`src/rtl/ps2_frame_controller.sv`:
```
// Receives one PS/2 keyboard frame from the debounced clock/data lines, checks it,
// tracks E0/F0 prefixes and hands finished scan codes to the consumer over valid/ack.
module ps2_frame_controller #(
  parameter int unsigned TIMEOUT_CYCLES = 50000
) (
  input  logic       clk,
  input  logic       rst,
  input  logic       debouncedClock,
  input  logic       debouncedData,
  output logic [7:0] scanCode,
  output logic       isBreak,
  output logic       isExtended,
  output logic       scanValid,
  input  logic       scanAck,
  output logic       frameBusy,
  output logic       errParity,
  output logic       errStop,
  output logic       errTimeout,
  output logic       errOverrun
);

  localparam int unsigned TimerW = $clog2(TIMEOUT_CYCLES);
  // Timer hits TIMEOUT_CYCLES-1 on the increment out of this value.
  localparam logic [TimerW-1:0] TimerStop = TimerW'(TIMEOUT_CYCLES - 2);

  typedef enum logic [1:0] {StIdle, StShift, StCheck} state_e;

  state_e            state_q, state_d;
  logic              prev_clk_q;
  logic [3:0]        bit_cnt_q, bit_cnt_d;
  logic [TimerW-1:0] timer_q, timer_d;
  logic [9:0]        shift_q, shift_d;
  logic              ext_pend_q, ext_pend_d;
  logic              brk_pend_q, brk_pend_d;
  logic [7:0]        code_q, code_d;
  logic              brk_q, brk_d;
  logic              ext_q, ext_d;
  logic              valid_q, valid_d;
  logic              fall;
  logic [7:0]        rx_byte;
  logic              parity_ok, stop_ok;

  assign fall      = prev_clk_q & ~debouncedClock;
  // Start bit is not kept: after ten shifts data0..7 sit in [7:0], parity in [8], stop in [9].
  assign rx_byte   = shift_q[7:0];
  assign parity_ok = ^{rx_byte, shift_q[8]};
  assign stop_ok   = shift_q[9];

  always_comb begin
    state_d    = state_q;
    bit_cnt_d  = bit_cnt_q;
    timer_d    = timer_q;
    shift_d    = shift_q;
    ext_pend_d = ext_pend_q;
    brk_pend_d = brk_pend_q;
    code_d     = code_q;
    brk_d      = brk_q;
    ext_d      = ext_q;
    valid_d    = valid_q & ~scanAck;
    errParity  = 1'b0;
    errStop    = 1'b0;
    errTimeout = 1'b0;
    errOverrun = 1'b0;
    unique case (state_q)
      StIdle: begin
        if (fall && !debouncedData) begin
          state_d   = StShift;
          bit_cnt_d = 4'd1;
          timer_d   = '0;
        end
      end
      StShift: begin
        if (fall) begin
          shift_d   = {debouncedData, shift_q[9:1]};
          bit_cnt_d = bit_cnt_q + 4'd1;
          timer_d   = '0;
          if (bit_cnt_q == 4'd10) state_d = StCheck;
        end else if (timer_q == TimerStop) begin
          errTimeout = 1'b1;
          state_d    = StIdle;
          timer_d    = '0;
          ext_pend_d = 1'b0;
          brk_pend_d = 1'b0;
        end else begin
          timer_d = timer_q + TimerW'(1);
        end
      end
      StCheck: begin
        state_d = StIdle;
        if (!parity_ok || !stop_ok) begin
          errParity  = ~parity_ok;
          errStop    = ~stop_ok;
          ext_pend_d = 1'b0;
          brk_pend_d = 1'b0;
        end else if (rx_byte == 8'hE0) begin
          ext_pend_d = 1'b1;
        end else if (rx_byte == 8'hF0) begin
          brk_pend_d = 1'b1;
        end else begin
          ext_pend_d = 1'b0;
          brk_pend_d = 1'b0;
          if (!valid_q || scanAck) begin
            code_d  = rx_byte;
            brk_d   = brk_pend_q;
            ext_d   = ext_pend_q;
            valid_d = 1'b1;
          end else begin
            errOverrun = 1'b1;
          end
        end
      end
      default: state_d = StIdle;
    endcase
  end

  always_ff @(posedge clk or posedge rst) begin
    if (rst) begin
      state_q    <= StIdle;
      prev_clk_q <= 1'b1;
      bit_cnt_q  <= '0;
      timer_q    <= '0;
      shift_q    <= '0;
      ext_pend_q <= 1'b0;
      brk_pend_q <= 1'b0;
      code_q     <= '0;
      brk_q      <= 1'b0;
      ext_q      <= 1'b0;
      valid_q    <= 1'b0;
    end else begin
      state_q    <= state_d;
      prev_clk_q <= debouncedClock;
      bit_cnt_q  <= bit_cnt_d;
      timer_q    <= timer_d;
      shift_q    <= shift_d;
      ext_pend_q <= ext_pend_d;
      brk_pend_q <= brk_pend_d;
      code_q     <= code_d;
      brk_q      <= brk_d;
      ext_q      <= ext_d;
      valid_q    <= valid_d;
    end
  end

  assign scanCode   = code_q;
  assign isBreak    = brk_q;
  assign isExtended = ext_q;
  assign scanValid  = valid_q;
  assign frameBusy  = (state_q != StIdle);

endmodule

```
`config.mk`:
```
export PLATFORM = sky130hd
export DESIGN_NAME = ps2_frame_controller
export DESIGN_NICKNAME = d
export VERILOG_FILES = /design/src/rtl/ps2_frame_controller.sv
export SDC_FILE = /design/constraint.sdc
export NUM_CORES = 1
export LEC_CHECK = 0
export ABC_AREA = 1
export CAP_MARGIN = 20
export CORE_MARGIN = 2
export CORE_UTILIZATION = 45
export CTS_CLUSTER_SIZE = 25
export DETAILED_ROUTE_END_ITERATION = 10
export DONT_BUFFER_PORTS = 1
export PLACE_DENSITY = 0.7
export SYNTH_ARGS = -nofsm -noshare
export SYNTH_HDL_FRONTEND = slang
export SYNTH_SLANG_ARGS = --single-unit
```
`constraint.sdc`:
```
create_clock -name clk -period 1.6 [get_ports clk]
set_input_delay 0.32 -clock clk [delete_from_list [all_inputs] [get_ports clk]]
set_output_delay 0.32 -clock clk [all_outputs]
set_load 0.02 [all_outputs]
```
; Word level (Yosys, flattened, before mapping)
; Index checks and enable logic that the tools add are counted.
[op_classes]
n_eq_ne = 14
n_mux = 39
n_reduce_logical = 19
bitwise_logic = 9
addsub = 2
[op_table]
columns = op, count
row1 = two-way mux 16 bit, 3
row2 = one-hot mux 16 bit (2 select lines), 1
row3 = two-way mux 1 bit, 25
row4 = "adder 16 x 1 -> 16 bit, second input constant", 1
row5 = "equality test 16 bit, second input constant", 1
row6 = "equality test 8 bit, second input constant", 2
row7 = "inequality test 3 bit, second input constant", 3
row8 = XOR reduction 9 bit, 1
row9 = two-way mux 2 bit, 4
row10 = two-way mux 4 bit, 2
row11 = "inequality test 2 bit, second input constant", 4
row12 = one-hot mux 4 bit (2 select lines), 1
row13 = AND reduction 4 bit, 2
row14 = inverter 1 bit, 7
row15 = AND reduction 3 bit, 2
row16 = nonzero test 2 bit, 3
row17 = AND reduction 5 bit, 1
row18 = "adder 4 x 1 -> 4 bit, second input constant", 1
row19 = "equality test 4 bit, second input constant", 1
row20 = logical NOT 1 bit, 4
row21 = "inequality test 4 bit, second input constant", 1
row22 = one-hot mux 1 bit (2 select lines), 2
row23 = one-hot mux 2 bit (2 select lines), 1
row24 = AND reduction 2 bit, 2
row25 = 6 further kinds, 8
[word_totals]
ff_bits = 46
word_cells = 94
out_inout_bits = 16

; Longest topological paths before layout
[depth]
ltp_word = 7
mapped_depth = 15
ltp_nobuf = 14

; Worst setup path before layout
; OpenSTA, ideal clock, no wires.
[synth_timing]
path_kind = register -> output
startpoint = register state_q[1]
endpoint = output errTimeout
arrival_ns = 1.710
setup_slack_ns = -0.430
stages_incl_launch_ff = 7
cell_sequence = dfrtp_1 -> inv_1 -> ha_1 -> inv_1 -> nor2_1 -> inv_1 -> nor4b_1
[synth_via]
elab_chain_cells = 2
[synth_rtl]
columns = element, line_no
row1 = "start, declared", 28  ; state_e state_q, state_d;
row2 = "start signal, assigned", 118  ; state_q <= StIdle;
row3 = "start signal, assigned", 130  ; state_q <= state_d;
row4 = equality test 2 x 1 -> 1 bit, 64  ; unique case (state_q)
row5 = two-way mux 1 bit, 64
row6 = "end, declared", 18  ; output logic errTimeout,
; No other way between the ends.

; Final worst setup path
[layout_timing]
startpoint = register shift_q[2]
endpoint = output errOverrun
[layout_via]
elab_chain_cells = 5
elab_cells_between_ends = 9
classes_between = eq/ne (2) / mux (4) / reduce/logical (3)
[layout_rtl]
columns = element, line_no
row1 = "start, declared", 32  ; logic [9:0] shift_q, shift_d;
row2 = "start signal, assigned", 134  ; shift_q <= shift_d;
row3 = equality test 8 bit or XOR reduction 9 bit (tied branches), "97, 46"
row4 = two-way mux 1 bit or logical NOT 1 bit (tied branches), "97, 90"
row5 = two-way mux 1 bit or logical OR 1 bit (tied branches), "95, 90"
row6 = two-way mux 1 bit *, 90  ; if (!parity_ok || !stop_ok) begin
row7 = two-way mux 1 bit *, 64
row8 = "end, declared", 19  ; output logic errOverrun
; Every way passes the cells marked *; elsewhere a longest branch is shown, timed or not.

==> flow_metrics.tcl <==
set metrics [dict create \
    min_period_ns 2.30 \
    ys_types 30 \
    core_area_mm2 0.00557 \
    skew_ns 0.0188 \
    dp_hpwl_mm 4.55 \
    maxCapViolations 0 \
    rows 27 \
    violations "negative setup slack" \
    final_core_util 0.752 \
    p_switching_w 0.00362 \
    status "complete, but fails checks" \
    yosysWarnings 0 \
    setup_viol 40 \
    synthCells 357 \
    via_per_inst 5.79 \
    ios 21 \
    p_per_area_mw_per_mm2 1840 \
    cp-end-kind "primary output" \
    synth-seq-cells 46 \
    dieHeight_um 80.4 \
    detail-route-antenna-nets 0 \
    synthesis.area_mm2 0.00262 \
    hold_path_class "input port to flop" \
    port_buffers 0 \
    period_share 1.44 \
    worst_pin_slew_ns 0.530 \
    track_usage 0.222 \
    required_ns 1.28 \
    max_freq_mhz 435 \
    clk_pin_slew_ns 0.11 \
    path_max_fanout 4 \
    cts_buffers 5 \
    fin_nets 466 \
    highest_layer "met4" \
    firstDrtPassIters 5 \
    clk_path_buf_depth 2 \
    pwr-share-comb 0.653 \
    drc 0 \
    drt_wl_total_mm 9.40 \
    wl_met1_mm 3.76 \
    hold_violations 0 \
    total_power_w 0.00772 \
    hold-worst-slack_ns 0.148 \
    die_w_um 80.4 \
    final_cell_mix "95 x nand2_1, 64 x buf_4, 34 x dfrtp_1" \
    layout.cells.most_common "nand2_1" \
    startpoint_type "flop" \
    root_buffer "clkbuf_8" \
    overflow 0 \
    drive_gt1_frac 0.511 \
    wl_met3_um 650 \
    vias 3045 \
    syn2layout_area_growth_pct 59.8 \
    place.gp.congestion 0.889 \
    stdcell_count 526 \
    antenna_found_initial 0 \
    yosysSeqAreaShare 0.439 \
    grt_pass1_vias 2524 \
    internal-power_w 0.00411 \
    syn_nets 370 \
    final.setup.tns_ns -12.50 \
    layout_setup_ws_ns -0.698 \
    cts.sinks 46 \
    die-area_mm2 0.00646 \
    grt_pass1_wl_mm 11.3 \
    slew_viol_final 0 \
    vdd_ir_drop_max_mv 1.55 \
    h-tree-depth 2 \
    grt_max_degree 27 \
    switching_share 0.468 \
    initial_utilization 0.471 \
    avgSynthCellArea_um2 7.35 \
    n_antenna_cell 0 \
    async_reset_ff_frac 1.00 \
    clockPowerShare 0.103 \
    cts_tree "yes" \
    synth_edf_count 0 \
    power_leakage_nw 1.92 \
    dr_wl_met2_mm 4.48 \
    wl_per_cell_um 17.9 \
    critical_path_class "flop to primary output" \
    maxSlewHeadroom 0.644 \
    dp.cells 480 \
    seqPwrFrac 0.244 \
    rsz0062_at_grt "true" \
    clkLatencyLatePin_ns 0.32 \
    crit_arrival_ns 1.98 \
    drt_iter0_drc 426 \
    ys.flop_type "dfrtp_1" \
]
==> worst max-delay path, cell delays in order, from the launching register on <==
cell and delay [ns]:
dfrtp_2 0.46, inv_1 0.09, nand2_1 0.07, nand2_1 0.11, nand2_1 0.11, nand2_1 0.10
nand2_2 0.07, nand2_1 0.08, nand2_1 0.07, nand2_2 0.10, nand2_4 0.07, nor2_4 0.12
inv_2 0.06, nor2_4 0.14
==> kinds of logic (layout without fill, tap and decap cells) <==
kind of cell	Yosys count	count (layout)	share of synthesized area
adders and majority gates	8	8	0.0382
DFF	46	46	0.439
AOI/OAI and AO/OA	37	37	0.0815
and+or+nand+nor	211	211	0.347
buffers and inverters	50	147	0.0777
xor gates and xnor gates	5	5	0.0167
==> per-stage QoR <==
stage,worst slack [ns],cell area [µm²]
2_1_floorplan,-0.0870,2680
3_3_place_gp,-0.192,3170
3_5_place_dp,-0.222,3170
4_1_cts,-0.485,3710
5_1_grt,-0.824,4190
6_report,-0.698,4190
==> state kept, by name (all words and copies together), names as in the netlist, 2 cells and up <==
signal / flops
bit_cnt_q: 4
scanCode: 8
shift_q: 10
state_q: 2
timer_q: 16
==> cell usage after synthesis (all sizes together) (2+ instances only) <==
| library cell | n | area share |
|---|---|---|
| nand2 | 124 | 0.18 |
| dfrtp | 45 | 0.43 |
| inv | 43 | 0.062 |
| nor2 | 33 | 0.053 |
| nand3 | 28 | 0.053 |
| o21ai | 17 | 0.034 |
| nand4 | 10 | 0.024 |
| nor3 | 10 | 0.021 |
| a21oi | 8 | 0.015 |
| ha | 8 | 0.038 |
| buf | 4 | 0.012 |
| nor4 | 4 | 0.0095 |
| o31ai | 4 | 0.011 |
| a31oi | 3 | 0.0072 |
| clkbuf | 3 | 0.0043 |
| xor2 | 3 | 0.010 |
| o21a | 2 | 0.0057 |
| o22ai | 2 | 0.0048 |
| xnor2 | 2 | 0.0067 |
==> layer usage <==
| layer | track usage | up-vias |
|---|---|---|
| met5 | 0 | - |
| met2 | 0.350 | 204 |
| met3 | 0.0416 | 60 |
| li1 | - | 1354 |
| met4 | 0.0780 | 0 |
| met1 | 0.305 | 1427 |
==> worst paths after layout <==
check / startpoint / to / slack, ns / cells after the start
min in group asynchronous: rst / ext_pend_q$_DFFE_PP0P_ / 0.47 / 2
min reg2reg: ext_pend_q$_DFFE_PP0P_ / ext_pend_q$_DFFE_PP0P_ / 0.53 / 2
max reg2reg: shift_q[2]$_DFFE_PP0P_ / scanCode[3]$_DFFE_PP0P_ / -0.69 / 19
max in group asynchronous: rst / timer_q[5]$_DFFE_PP0P_ / 0.58 / 3
max: shift_q[2]$_DFFE_PP0P_ / errOverrun / -0.70 / 13
min: debouncedData / shift_q[9]$_DFFE_PP0P_ / 0.15 / 2
==> power by group through the flow <==
| stage | sequential [W] | combinational, W | clock [W] |
|---|---|---|---|
| after CTS | 0.00179 | 0.00359 | 0.000762 |
| after detailed placement | 0.00179 | 0.00285 | 0 |
| after floorplan | 0.00172 | 0.00170 | 0 |
| after global routing | 0.00190 | 0.00535 | 0.000827 |
| final | 0.00188 | 0.00505 | 0.000797 |
| after global placement | 0.00177 | 0.00280 | 0 |
==> repair_timing <==
| action | CTS | global route |
|---|---|---|
| gates resized for setup | 80 | 110 |
| pin swaps | 25 | 27 |
| hold buffers | 2 | 0 |
| hold endpoints to repair | 20 | 0 |
| buffers inserted | 22 | 24 |
| endpoints found under the setup margin | 39 | 42 |
==> layout make-up <==
| type | count | area [µm²] |
|---|---|---|
| Clock buffer | 5 | 68.8 |
| Multi-Input combinational cell | 261 | 1810 |
| Clock inverter | 3 | 23.8 |
| Tap cell | 72 | 90.1 |
| Timing Repair Buffer | 96 | 851 |
| Inverter | 43 | 184 |
| Sequential cell | 46 | 1170 |
| Fill cell | 330 | 1380 |
Power figures use the tool's default switching activity.
